### src/rtl/sam_cmd_pkg.sv
// Shared definitions for the SAM RAM command stream: op codes, field layout,
// widths, issuer state encoding and the instruction encoder.
package sam_cmd_pkg;

   localparam int unsigned DATA_W  = 16;
   localparam int unsigned ADDR_W  = 14;
   localparam int unsigned INSTR_W = 32;
   localparam int unsigned CNT_W   = ADDR_W + 1;
   localparam int unsigned OP_W    = 2;

   // Field positions inside an instruction beat
   localparam int unsigned OP_LSB       = 30;
   localparam int unsigned WR_ADDR_LSB  = 16;
   localparam int unsigned WR_DATA_LSB  = 0;
   localparam int unsigned RD_START_LSB = 14;
   localparam int unsigned RD_END_LSB   = 0;

   typedef enum logic [OP_W-1:0] {
      OP_NOP = 2'b00,
      OP_WR  = 2'b01,
      OP_RD  = 2'b10,
      OP_GO  = 2'b11
   } op_e;

   typedef enum logic [1:0] {
      IDLE     = 2'd0,
      SEND     = 2'd1,
      WAIT_RSP = 2'd2
   } state_e;

   // High-level request as presented by the requester
   typedef struct packed {
      op_e               op;
      logic [ADDR_W-1:0] addr;
      logic [ADDR_W-1:0] end_addr;
      logic [DATA_W-1:0] data;
   } req_t;

   // Build a single instruction beat; fields not used by the op stay zero
   function automatic logic [INSTR_W-1:0] encode(input req_t r);
      logic [INSTR_W-1:0] beat;
      beat = '0;
      beat[OP_LSB +: OP_W] = r.op;
      case (r.op)
         OP_WR: begin
            beat[WR_ADDR_LSB +: ADDR_W] = r.addr;
            beat[WR_DATA_LSB +: DATA_W] = r.data;
         end
         OP_RD: begin
            beat[RD_START_LSB +: ADDR_W] = r.addr;
            beat[RD_END_LSB +: ADDR_W]   = r.end_addr;
         end
         default: ;
      endcase
      return beat;
   endfunction

   // Recover the op field from a beat (decoder side)
   function automatic op_e decode_op(input logic [INSTR_W-1:0] beat);
      return op_e'(beat[OP_LSB +: OP_W]);
   endfunction

endpackage

### src/rtl/sam_rsp_counter.sv
// Read-response tracking: remaining beat count, inter-beat timeout timer,
// forwarding of response words and last/error flag generation.
module sam_rsp_counter
   import sam_cmd_pkg::*;
#(
   parameter int unsigned TIMEOUT_CYCLES = 1024
) (
   input  logic              clk,
   input  logic              rstn,
   input  logic              load,
   input  logic [CNT_W-1:0]  load_count,
   input  logic              active,
   input  logic              s_valid,
   input  logic              s_last,
   input  logic [DATA_W-1:0] s_word,
   output logic [DATA_W-1:0] rsp_data,
   output logic              rsp_valid,
   output logic              rsp_last,
   output logic              err_timeout,
   output logic              err_unexpected,
   output logic              done_c
);

   localparam int unsigned TMR_W = $clog2(TIMEOUT_CYCLES + 1);

   logic [CNT_W-1:0] count;
   logic [TMR_W-1:0] timer;
   logic             final_c;
   logic             timeout_c;

   // Final beat of the read, or the last allowed idle cycle expiring
   assign final_c   = active && s_valid && (count == CNT_W'(1));
   assign timeout_c = active && !s_valid && (timer == TMR_W'(TIMEOUT_CYCLES - 1));
   assign done_c    = final_c || timeout_c;

   // Count/timer bookkeeping and registered response/flag outputs
   always_ff @(posedge clk or negedge rstn) begin
      if (!rstn) begin
         count          <= '0;
         timer          <= '0;
         rsp_data       <= '0;
         rsp_valid      <= 1'b0;
         rsp_last       <= 1'b0;
         err_timeout    <= 1'b0;
         err_unexpected <= 1'b0;
      end else begin
         rsp_valid      <= 1'b0;
         rsp_last       <= 1'b0;
         err_timeout    <= 1'b0;
         // Beats outside a read, or an s_last that arrives before the final beat
         err_unexpected <= (!active && s_valid) ||
                           (active && s_valid && s_last && !final_c);
         if (load) begin
            count <= load_count;
            timer <= '0;
         end else if (active) begin
            if (s_valid) begin
               rsp_data  <= s_word;
               rsp_valid <= 1'b1;
               rsp_last  <= final_c;
               count     <= count - CNT_W'(1);
               timer     <= '0;
            end else if (timeout_c) begin
               err_timeout <= 1'b1;
               count       <= '0;
               timer       <= '0;
            end else begin
               timer <= timer + TMR_W'(1);
            end
         end
      end
   end

endmodule

### src/rtl/sam_cmd_issuer.sv
// Stream initiator for the SAM RAM command block: encodes requester ops into
// single-beat instructions and collects read responses.
module sam_cmd_issuer
   import sam_cmd_pkg::*;
#(
   parameter int unsigned TIMEOUT_CYCLES = 1024
) (
   input  logic               clk,
   input  logic               rstn,
   input  logic               req_valid,
   output logic               req_ready,
   input  logic [1:0]         req_op,
   input  logic [ADDR_W-1:0]  req_addr,
   input  logic [ADDR_W-1:0]  req_end_addr,
   input  logic [DATA_W-1:0]  req_data,
   output logic [INSTR_W-1:0] m_data,
   output logic               m_valid,
   input  logic               m_ready,
   output logic               m_last,
   input  logic [INSTR_W-1:0] s_data,
   input  logic               s_valid,
   output logic               s_ready,
   input  logic               s_last,
   output logic [DATA_W-1:0]  rsp_data,
   output logic               rsp_valid,
   output logic               rsp_last,
   output logic               busy,
   output logic               err_range,
   output logic               err_timeout,
   output logic               err_unexpected
);

   state_e             state, state_n;
   req_t               req_in;
   op_e                op_q, op_n;
   logic [ADDR_W-1:0]  start_q, start_n;
   logic [ADDR_W-1:0]  end_q, end_n;
   logic [INSTR_W-1:0] m_data_n;
   logic               m_valid_n;
   logic               err_range_n;
   logic               load_c;
   logic [CNT_W-1:0]   load_count_c;
   logic               done_c;
   logic               unused_hi;

   // Only the low data word of a response beat is forwarded
   assign unused_hi = ^s_data[INSTR_W-1:DATA_W];

   // Pack the requester inputs into one request record
   always_comb begin
      req_in = req_t'({req_op, req_addr, req_end_addr, req_data});
   end

   // State and registered outputs
   always_ff @(posedge clk or negedge rstn) begin
      if (!rstn) begin
         state     <= IDLE;
         op_q      <= OP_NOP;
         start_q   <= '0;
         end_q     <= '0;
         m_data    <= '0;
         m_valid   <= 1'b0;
         m_last    <= 1'b0;
         req_ready <= 1'b0;
         busy      <= 1'b0;
         s_ready   <= 1'b0;
         err_range <= 1'b0;
      end else begin
         state     <= state_n;
         op_q      <= op_n;
         start_q   <= start_n;
         end_q     <= end_n;
         m_data    <= m_data_n;
         m_valid   <= m_valid_n;
         m_last    <= m_valid_n;
         req_ready <= (state_n == IDLE);
         busy      <= (state_n != IDLE);
         s_ready   <= 1'b1;
         err_range <= err_range_n;
      end
   end

   // Next-state and next-output decode
   always_comb begin
      state_n      = state;
      op_n         = op_q;
      start_n      = start_q;
      end_n        = end_q;
      m_data_n     = m_data;
      m_valid_n    = m_valid;
      err_range_n  = 1'b0;
      load_c       = 1'b0;
      load_count_c = CNT_W'(end_q) - CNT_W'(start_q) + CNT_W'(1);
      case (state)
         IDLE: begin
            if (req_valid && req_ready) begin
               op_n    = req_in.op;
               start_n = req_in.addr;
               end_n   = req_in.end_addr;
               if (req_in.op == OP_NOP) begin
                  state_n = IDLE;
               end else if (req_in.op == OP_RD && req_in.end_addr < req_in.addr) begin
                  err_range_n = 1'b1;
               end else begin
                  m_data_n  = encode(req_in);
                  m_valid_n = 1'b1;
                  state_n   = SEND;
               end
            end
         end
         SEND: begin
            if (m_ready) begin
               m_valid_n = 1'b0;
               if (op_q == OP_RD) begin
                  load_c  = 1'b1;
                  state_n = WAIT_RSP;
               end else begin
                  state_n = IDLE;
               end
            end
         end
         WAIT_RSP: begin
            if (done_c) begin
               state_n = IDLE;
            end
         end
         default: state_n = IDLE;
      endcase
   end

   // Read-response counting, timeout and flag generation
   sam_rsp_counter #(
      .TIMEOUT_CYCLES (TIMEOUT_CYCLES)
   ) u_rsp_counter (
      .clk            (clk),
      .rstn           (rstn),
      .load           (load_c),
      .load_count     (load_count_c),
      .active         (state == WAIT_RSP),
      .s_valid        (s_valid),
      .s_last         (s_last),
      .s_word         (s_data[DATA_W-1:0]),
      .rsp_data       (rsp_data),
      .rsp_valid      (rsp_valid),
      .rsp_last       (rsp_last),
      .err_timeout    (err_timeout),
      .err_unexpected (err_unexpected),
      .done_c         (done_c)
   );

endmodule
### config.mk
export PLATFORM = sky130hd
export DESIGN_NAME = sam_cmd_issuer
export DESIGN_NICKNAME = d
export VERILOG_FILES = /design/src/rtl/sam_cmd_pkg.sv /design/src/rtl/sam_rsp_counter.sv /design/src/rtl/sam_cmd_issuer.sv
export SDC_FILE = /design/constraint.sdc
export NUM_CORES = 1
export LEC_CHECK = 0
export BUFFER_PORTS_ARGS = -buffer_cell sky130_fd_sc_hd__buf_2
export CAP_MARGIN = 20
export CELL_PAD_IN_SITES_DETAIL_PLACEMENT = 0
export CELL_PAD_IN_SITES_GLOBAL_PLACEMENT = 1
export CORE_AREA = 2 2 132 134
export CTS_BUF_LIST = sky130_fd_sc_hd__clkbuf_2
export DETAILED_ROUTE_END_ITERATION = 16
export DIE_AREA = 0 0 134 136
export PLACE_DENSITY = 0.74
export SETUP_SLACK_MARGIN = 0.02
export SLEW_MARGIN = 10
export SYNTH_ARGS = -nofsm -noshare
export SYNTH_HDL_FRONTEND = slang
export SYNTH_SLANG_ARGS = --single-unit
### constraint.sdc
create_clock -name clk -period 2.55 [get_ports clk]
set_clock_uncertainty 0.15 [all_clocks]
set_input_delay 0.255 -clock clk [delete_from_list [all_inputs] [get_ports clk]]
set_output_delay 0.255 -clock clk [all_outputs]
set_load 0.02 [all_outputs]
==> metrics.txt <==
drt first-iter violations 251; # nets final 1,027; Yosys cell types 60; summed instance area of the synthesized netlist 6319 µm²; Worst Hold Path Cells 5; Max-Slew Margin vs Limit 59.89%; amount of wire on met3 after detailed routing 852 µm; Synth area leader dfrtp_1; CORE AREA 16,880 µm²; most common library cell in the layout ignoring fill and taps nand2_1; antenna-violating nets left 0; number of vias after detailed routing 5,767; critical path required time 2980 ps; clock buffers created by TritonCTS 17; post-route fraction of the period consumed by the critical path 98.79%; reg-to-reg critical path startpoint start_q[1]; post-layout min period 2519 ps; Post-synth EDFFs 0; setup repair after global routing missed its margin true; final-layout setup total negative slack 0 ps; fill cell instance count of the final layout 1,571; post-layout util 49.87%; top_reg_cell synth dfrtp_1; endpoint of the worst register-to-register path u_rsp_counter.count[11]; top sig layer met4; layout cells sized above 1 25.19%; count of max-cap constraint violations 0; origin of the worst min-delay path req_valid; Warnings, synthesis 0; share of flip-flops with an asynchronous set or reset after synthesis 100.0%; clock transition at the register clock pins on the worst setup and hold paths after CTS 180 ps; HPWL after detailed placement 12,420 µm; area growth from synthesis to layout 33.19%; kind of capture point of the worst setup path flop; Final Max Slew Viols 0; wire length reported by the detailed router 17,500 µm; commonest non-fill, non-tap cells in the layout nand2_1 (154), buf_2 (124), dfrtp_1 (115); average footprint of a synthesized cell 9.224 µm²; Inserted Diodes 0; sequential area share after synthesis 45.54%; H-Tree Depth 4; via-per-instance ratio 5.086; largest cells by area after synthesis dfrtp_1 (46%), nand2_1 (9.1%), ha_1 (9.1%); count of endpoints failing hold in the final timing report 0; clock insertion delay at the later pin of the skew report 700 ps; Die Wd 134 µm; port bufs 125; effective utilization at floorplan 37.44%; Area after DPL 7316 µm²; number of global-route vias before repair 5,774; clk root buf clkbuf_2; maximum number of pins on one net before global-route repair 45; kind of critical path flop to flop; slew at the pin closest to its max-slew limit 599.4 ps; data arrival time of the critical path 2950 ps; largest fanout on the critical path 3; Row Count 48; Hold Path Sink err_range; I/O pin cnt 142; type of the worst min-delay path input port to flop; routability congestion estimate 0.8444; DR DRC count 0; Post-Route M1 WL 7869 µm; Worst VDD drop 0.8969 mV; post-detailed-route wirelength per cell 15.43 µm; power density over cell area 1188 nW/µm²; number of antenna violations at the first check in global routing 0; run status complete, no violations; total die area 18,220 µm²; type of element launching the critical path flop; Pre-antenna DRT Iters 6; met2 routed WL 8411 µm; register bit count reported by yosys 115; Static Leak 4.152 nW; Worst R2R Path Depth 12; maximum root-to-sink buffer count 2; first-pass GRT wire length 28,140 µm; post-synthesis net count 816; R2R Setup Slk 30 ps; CTS tree done; die height 136 µm; finished layout cell area 8416 µm²; share of Yosys cell area claimed by the top area cell type 45.54%; achievable clock frequency 397.0 MHz; sink count of the clock tree 115; total gr overflow 0; worst hold slack 130.9 ps; final setup violation count 0; Post-Synthesis Cells 685; Total Power 9.999 mW; Global Route Usage Sum 19.60%
metal layers:
layer | vias up | GRT usage [%]
met1 | 2761 | 25.11
met4 | 0 | 6.856
met5 | - | 0
met2 | 177 | 32.34
met3 | 33 | 4.922
li1 | 2796 | -
worst max path at each step:
| stage | from | end |
|---|---|---|
| detailed placement | start_q[1] | u_rsp_counter.count[11] |
| floorplan | start_q[1] | u_rsp_counter.count[11] |
| global placement | start_q[1] | u_rsp_counter.count[11] |
| global route | start_q[1] | u_rsp_counter.count[11] |
| CTS | start_q[1] | u_rsp_counter.count[11] |
| finish | start_q[1] | u_rsp_counter.count[11] |
timing repair:
action                                 4_1_cts  5_1_grt
buffers inserted                             2        5
endpoints found under the hold margin      211        0
hold buffers                                69        0
pin swaps                                    3        4
setup endpoints to repair                    3        8
resized for setup                            3       13
flip-flops by register name (all words and copies together) (netlist names):
register	cells
u_rsp_counter.rsp_valid	1
s_ready	1
u_rsp_counter.count	15
u_rsp_counter.rsp_data	16
u_rsp_counter.rsp_last	1
u_rsp_counter.err_unexpected	1
m_last	1
op_q	2
u_rsp_counter.timer	11
req_ready	1
end_q	14
state	2
u_rsp_counter.err_timeout	1
m_data	32
busy	1
start_q	14
err_range	1
cells by family (layout without fill, tap and decap cells):
kind of cell | count (synthesis) | in the layout | synth area share (%)
XOR/XNOR | 16 | 16 | 2.218
AO/OA/AOI/OAI | 167 | 167 | 16.97
flip-flops | 115 | 115 | 45.54
AND/OR/NAND/NOR | 246 | 246 | 17.64
multiplexers | 19 | 19 | 3.346
buffers and inverters | 74 | 298 | 4.792
other | 1 | 1 | 0.05935
adder cells (fa/ha/maj) | 47 | 47 | 9.426
cells in the mapped netlist (all sizes together) (6+ instances only):
cell type and number:
nor2 25, o21ai 78, nor3 11, xor2 11
nand4 7, nand3 7, nor4 6, buf 15
dfrtp 115, a211oi 6, inv 43, a22o 31
clkbuf 15, ha 46, nand2 154, a21oi 22
and3 7, mux2 17
worst max-delay path, stage by stage (launching register included):
cell and delay [ps]:
dfrtp_1 420, ha_1 280, inv_1 60, ha_2 180
inv_2 40, fa_2 340, nor2b_2 150, nor3_2 60
o211ai_1 160, buf_4 150, a41oi_2 90, xor2_1 180
o221ai_1 140
per-stage QoR:
step	setup slack (ps)	std cells
finish	30.85	1134
global route	-101.7	1134
CTS	8.032	1129
detailed placement	-106.2	1026
global placement	-70.51	1026
floorplan	113.3	685
cell type report:
| type | instances | area (µm²) | share of cell area, % |
|---|---|---|---|
| clock inverters | 12 | 162.7 | 1.933 |
| well taps | 225 | 281.5 | 3.345 |
| repair buffers | 222 | 1584 | 18.82 |
| multi-input cells | 496 | 3244 | 38.55 |
| clock buffers | 20 | 100.1 | 1.189 |
| inverters | 44 | 165.2 | 1.963 |
| flip-flops and latches | 115 | 2878 | 34.20 |
where the power goes:
| part | leakage, nW | internal (mW) | switching [mW] | total (mW) |
|---|---|---|---|---|
| sequential | 1.47 | 2.54 | 0.406 | 2.94 |
| clock | 0.159 | 0.643 | 0.700 | 1.34 |
| combinational | 2.53 | 2.47 | 3.25 | 5.71 |
(Power assumes the default switching activity.)
